$ cat src/rtl/six_tap_window.sv
// Six-pixel sliding window feeder for the six-tap half-pel filter.
// Pixels arrive one per accepted handshake, row by row. Taps a..f hold
// the six most recent pixels of the current row, with a the oldest.
// half_valid reproduces win_valid two cycles later so it lines up with
// the filter's registered output.
//
// state   | meaning
// --------+-----------------------------------------------------------
// FILL    | fewer than six pixels of the row accepted; no window yet
// STREAM  | window full; one window per accepted pixel
// ROW_END | single bubble after the last pixel; row_done, not ready
module six_tap_window #(
   parameter int ROW_LEN = 21,
   parameter int PIX_W   = 8
) (
   input  logic             clk,
   input  logic             rst_n,
   input  logic [PIX_W-1:0] pix_in,
   input  logic             pix_valid,
   output logic             pix_ready,
   input  logic             row_start,
   output logic [PIX_W-1:0] a,
   output logic [PIX_W-1:0] b,
   output logic [PIX_W-1:0] c,
   output logic [PIX_W-1:0] d,
   output logic [PIX_W-1:0] e,
   output logic [PIX_W-1:0] f,
   output logic             win_valid,
   output logic             half_valid,
   output logic             row_done
);

   localparam int CW = $clog2(ROW_LEN + 1);
   localparam logic [CW-1:0] CNT_FULL = CW'(5);
   localparam logic [CW-1:0] CNT_LAST = CW'(ROW_LEN - 1);

   typedef enum logic [1:0] {
      FILL    = 2'd0,
      STREAM  = 2'd1,
      ROW_END = 2'd2
   } state_t;

   state_t           state, state_nx;
   logic [CW-1:0]    pix_cnt, pix_cnt_nx;
   logic             win_nx;
   logic             accept;
   logic [PIX_W-1:0] tap [6];
   logic [1:0]       half_pipe;

   assign accept = pix_valid & pix_ready;

   // State, pixel counter and the registered handshake/status outputs.
   // pix_ready and row_done are registered from the next state, so they
   // are low during reset and the ROW_END bubble is exactly one cycle.
   always_ff @(posedge clk) begin
      if (!rst_n) begin
         state     <= FILL;
         pix_cnt   <= '0;
         pix_ready <= 1'b0;
         row_done  <= 1'b0;
         win_valid <= 1'b0;
      end else begin
         state     <= state_nx;
         pix_cnt   <= pix_cnt_nx;
         pix_ready <= (state_nx != ROW_END);
         row_done  <= (state_nx == ROW_END);
         win_valid <= win_nx;
      end
   end

   // Next-state, counter and window-valid decode.
   always_comb begin
      state_nx   = state;
      pix_cnt_nx = pix_cnt;
      win_nx     = 1'b0;
      case (state)
         FILL, STREAM: begin
            if (accept) begin
               if (row_start) begin
                  // Abort of any partial row: this pixel becomes index 0.
                  pix_cnt_nx = CW'(1);
                  state_nx   = FILL;
               end else begin
                  win_nx = (pix_cnt >= CNT_FULL);
                  if (pix_cnt == CNT_LAST) begin
                     pix_cnt_nx = '0;
                     state_nx   = ROW_END;
                  end else begin
                     pix_cnt_nx = pix_cnt + CW'(1);
                     if (state == FILL && pix_cnt == CNT_FULL)
                        state_nx = STREAM;
                  end
               end
            end
         end
         ROW_END: begin
            pix_cnt_nx = '0;
            state_nx   = FILL;
         end
         default: begin
            pix_cnt_nx = '0;
            state_nx   = FILL;
         end
      endcase
   end

   // Tap shift register: advances only on an accepted pixel.
   always_ff @(posedge clk) begin
      if (!rst_n) begin
         for (int i = 0; i < 6; i++) tap[i] <= '0;
      end else if (accept) begin
         for (int i = 0; i < 5; i++) tap[i] <= tap[i+1];
         tap[5] <= pix_in;
      end
   end

   // Two-stage valid delay matching the filter latency; never stalls.
   always_ff @(posedge clk) begin
      if (!rst_n) half_pipe <= '0;
      else        half_pipe <= {half_pipe[0], win_valid};
   end

   assign half_valid = half_pipe[1];
   assign a = tap[0];
   assign b = tap[1];
   assign c = tap[2];
   assign d = tap[3];
   assign e = tap[4];
   assign f = tap[5];

endmodule

$ cat config.mk
export PLATFORM = sky130hd
export DESIGN_NAME = six_tap_window
export DESIGN_NICKNAME = d
export VERILOG_FILES = /design/src/rtl/six_tap_window.sv
export SDC_FILE = /design/constraint.sdc
export NUM_CORES = 1
export LEC_CHECK = 0
export BUFFER_PORTS_ARGS = -buffer_cell sky130_fd_sc_hd__buf_2
export CORE_ASPECT_RATIO = 0.9
export CORE_MARGIN = 10
export CORE_UTILIZATION = 31
export DETAILED_ROUTE_END_ITERATION = 7
export PLACE_DENSITY = 0.5
export SYNTH_ARGS = -nofsm -noshare
export SYNTH_HDL_FRONTEND = slang
export SYNTH_SLANG_ARGS = --single-unit
$ cat constraint.sdc
create_clock -name clk -period 3.2 [get_ports clk]
set_clock_uncertainty 0.05 [all_clocks]
set_input_delay 0.48 -clock clk [delete_from_list [all_inputs] [get_ports clk]]
set_output_delay 0.48 -clock clk [all_outputs]
set_load 0.005 [all_outputs]
Yosys cells after proc, flatten, opt, wreduce, memory -nomap -nowiden

Memory sizes are Yosys's and may differ from the RTL's.
Index checks and enable logic that the tools add are counted.

Bits in registers: 12
Bits in writable memories: 48
Output and inout port bits: 52
Logic and storage cells: 46
Memories: 1

Memories:

| name | words | bits a word | read ports | clocked after memory_dff | wr ports | line | text |
|---|---|---|---|---|---|---|---|
| tap  | 6     | 8           | 6          | 0                        | 6        | 47   | `logic [PIX_W-1:0] tap [6];` |

Add/sub/neg operators: 1
Magnitude comparators: 1
Equality and inequality tests: 5
Mux-type cells: 17
Bitwise operators: 10
Reduce and logical (&&, ||, !) cells: 5

Operators with widths:

| kind                                                | number |
|---|---|
| two-way mux 8 bit                                   | 6 |
| two-way mux 2 bit                                   | 5 |
| two-way mux 5 bit                                   | 2 |
| OR 1 bit                                            | 6 |
| adder 5 x 1 -> 5 bit, second input constant         | 1 |
| == test 5 x 3 -> 1 bit, second input constant       | 1 |
| == test 5 bit, second input constant                | 1 |
| >= comparator 5 x 3 -> 1 bit, second input constant | 1 |
| two-way mux 1 bit                                   | 4 |
| OR reduction 4 bit                                  | 1 |
| NOT 1 bit                                           | 3 |
| == test 2 x 1 -> 1 bit, second input constant       | 1 |
| == test 2 bit, second input constant                | 1 |
| zero test 2 bit                                     | 1 |
| inequality test 2 bit, second input constant        | 1 |
| AND reduction 2 bit                                 | 1 |
| OR reduction 2 bit                                  | 1 |
| AND 1 bit                                           | 1 |
| logical AND 1 bit                                   | 1 |

Depth between registers and ports, before layout

Depth in word-level cells: 8
Depth in mapped cells: 5

Least setup slack after synthesis

OpenSTA, ideal clock, no wires.

Kind: input to register
From: input port pix_valid
To: memory tap[0][0], enable pin
Setup time: 407 ps
Arrival time: 1,614 ps
Data required time: 2,743 ps
Setup slack: 1,129 ps
Stages: 2
Path buffers: 0
Path through: nand2_2 nand2_1

RTL lines:

| what            | line | text |
|---|---|---|
| start, declared | 19   | `input logic pix_valid,` |
| end, declared   | 47   |  |

==> results.json <==
{
  "outcome": "finished, final reports clean",
  "synthDistinctLibCells": 25,
  "die_w_um": 110,
  "grt-busiest-layer": "met2",
  "cts-hold-fix-buffers": 0,
  "grtUsageMet1_pct": 9.90,
  "ys_seq_area_share_pct": 73.7,
  "worst_ir_drop_vdd_uv": 409,
  "start_util_pct": 31.9,
  "utilization_pct": 41.0,
  "internal-power_mw": 1.42,
  "postCtsSetupBuffers": 0,
  "hold_ws_ps": 361,
  "synthFlopType": "edfxtp_1",
  "grt_pass1_wl_mm": 6.89,
  "finalCritPeriodShare_pct": 49.0,
  "synth_async_sr_flop_share_pct": 0,
  "cts_tree": "done",
  "avgSynthCellArea_um2": 14.6,
  "cts_resized": 0,
  "vias": 1370,
  "tightestPinTransition_ps": 646,
  "antenna_found_initial": 0,
  "cts_buffers": 9,
  "swShare_pct": 19.4,
  "setup.worst_path.end": "tap[0][29]",
  "htree_levels": 3,
  "grt_max_degree": 49,
  "rows": 29,
  "critPathArrivalTime_ps": 1490,
  "grt_overflow_total": 0,
  "grt_pass1_vias": 1350,
  "io_pins": 64,
  "tns_ps": 0,
  "final_nets": 239,
  "slew_headroom_pct": 56.9,
  "rrSetupSlack_ps": 1630,
  "crit_path_max_fanout": 48,
  "mostFrequentLayoutCells": "buf_2, and2_1, edfxtp_1",
  "postSynthCellCount": 155,
  "drive_above_1_share_pct": 35.8,
  "clkTransAtPathRegs_ps": 60,
  "num_antenna_cells": 0,
  "startpoint": "pix_ready",
  "wl_mm": 4.40,
  "first_iter_violations": 75,
  "period_minus_slack_ps": 1570,
  "wire_per_inst_um": 13.6,
  "leakage_nw": 1.25,
  "synth_area_um2": 2260,
  "critPathRequiredTime_ps": 3120,
  "p_comb_share_pct": 5.1,
  "io_buffer_count": 63,
  "hpwl_mm": 3.08,
  "drc": 0,
  "pwr-share-seq_pct": 50.3,
  "hold_violations": 0,
  "fp.dieArea_um2": 11100,
  "root_buffer": "clkbuf_8",
  "insertion_delay_ps": 340,
  "reg2regPathDepth": 3,
  "start_kind": "flip-flop",
  "drv_cap": 0,
  "gp_congestion": 0.838,
  "via_per_inst": 4.25,
  "syn_nets": 170,
  "synth_edf_count": 48,
  "power_density_nw_per_um2": 607,
  "coreArea_um2": 7080,
  "yosys_warnings": 0,
  "finalSetupViolations": 0,
  "grtUsageMet2_pct": 10.5,
  "r2r_end": "tap[0][29]",
  "worstReg2RegStart": "pix_ready",
  "cp-end-kind": "flip-flop",
  "power.switching_mw": 0.343,
  "setup.worst_path.class": "reg2reg",
  "min_path_type": "in2reg",
  "p_clk_share_pct": 44.6,
  "grt_use_met3_pct": 6.07,
  "cts.sinks": 59,
  "ys_ff_latch": 59,
  "max-clock-path-buffers": 2,
  "mostFrequentLayoutCell": "buf_2",
  "area_growth_pct": 28.7,
  "timing.fmax_ghz": 0.637,
  "ant_nets": 0,
  "firstDrtPassIters": 4,
  "grtUsageTotal_pct": 8.41,
  "die_h_um": 101,
  "grt_setup_unrepaired": "no",
  "slew_viol_final": 0
}
power by group through the flow:
stage	sequential, mW	combinational [mW]	clock [mW]
finish	0.886	0.0900	0.786
CTS	0.887	0.0938	0.812
global route	0.891	0.102	0.846
global placement	0.903	0.0922	0
floorplan	0.906	0.0310	0
detailed placement	0.903	0.0936	0
layer usage:
layer / wire (µm) / up-vias / part of all wire [%]
li1: - / 682 / -
met1: 1910 / 620 / 43
met2: 1790 / 56 / 41
met3: 584 / 12 / 13
met4: 115 / 0 / 2.6
met5: 0 / - / 0
kinds of logic (layout without fill, tap and decap cells):
group                      count (synthesis)  after routing  share of synthesized area, %
and+or+nand+nor                           75             75                          20.3
buffers and inverters                      9             83                          1.61
DFF                                       59             59                          73.7
adders and majority gates                  3              3                          1.66
AOI/OAI and AO/OA                          9              9                          2.77
sequential cells by signal (all words and copies together) (netlist names):
signal     flops
row_done       1
pix_cnt        5
half_pipe      2
tap           48
state          1
win_valid      1
pix_ready      1
critical path: stages (launching register included):
cell	delay, ps
dfxtp_1	410
nand2_2	150
nand2_2	90
buf_4	490
worst min path at each step:
stage	cells past startpoint	slack, ps	endpoint	start
after floorplan	1	360	half_pipe[1]	half_pipe[0]
after global placement	1	370	half_pipe[1]	half_pipe[0]
after detailed placement	1	380	half_pipe[1]	half_pipe[0]
after CTS	2	340	tap[0][46]	pix_in[6]
after global routing	2	350	tap[0][46]	pix_in[6]
final	2	360	tap[0][46]	pix_in[6]
cell type report:
cell class	count	area (µm²)
clock inverters	6	104
flip-flops and latches	59	1660
inverters	3	11.3
repair buffers	64	323
multi-input cells	87	561
fillers	696	4170
clock buffers	10	128
well taps	93	116
synth_stat cells (all sizes together) (2+ instances only):
cell type | n | area share [%]
nand4 | 3 | 0.83
a31oi | 2 | 0.55
nand2 | 6 | 1.1
nand4b | 2 | 0.78
edfxtp | 48 | 64
nand2b | 2 | 0.55
and2 | 51 | 14
inv | 3 | 0.50
ha | 3 | 1.7
clkbuf | 4 | 0.67
nor2 | 3 | 0.50
a21oi | 3 | 0.67
dfxtp | 11 | 9.8
nand3 | 3 | 0.67
buf | 2 | 0.44
through the flow:
stage	area [µm²]	instances	worst slack [ps]	total power, mW
detailed placement	2670	306	1440	0.997
finish	2900	322	1630	1.76
global route	2900	322	1530	1.84
CTS	2900	322	1620	1.79
floorplan	2260	155	1130	0.937
global placement	2670	306	1460	0.995
Note: power is estimated with default switching activity, not from simulation.
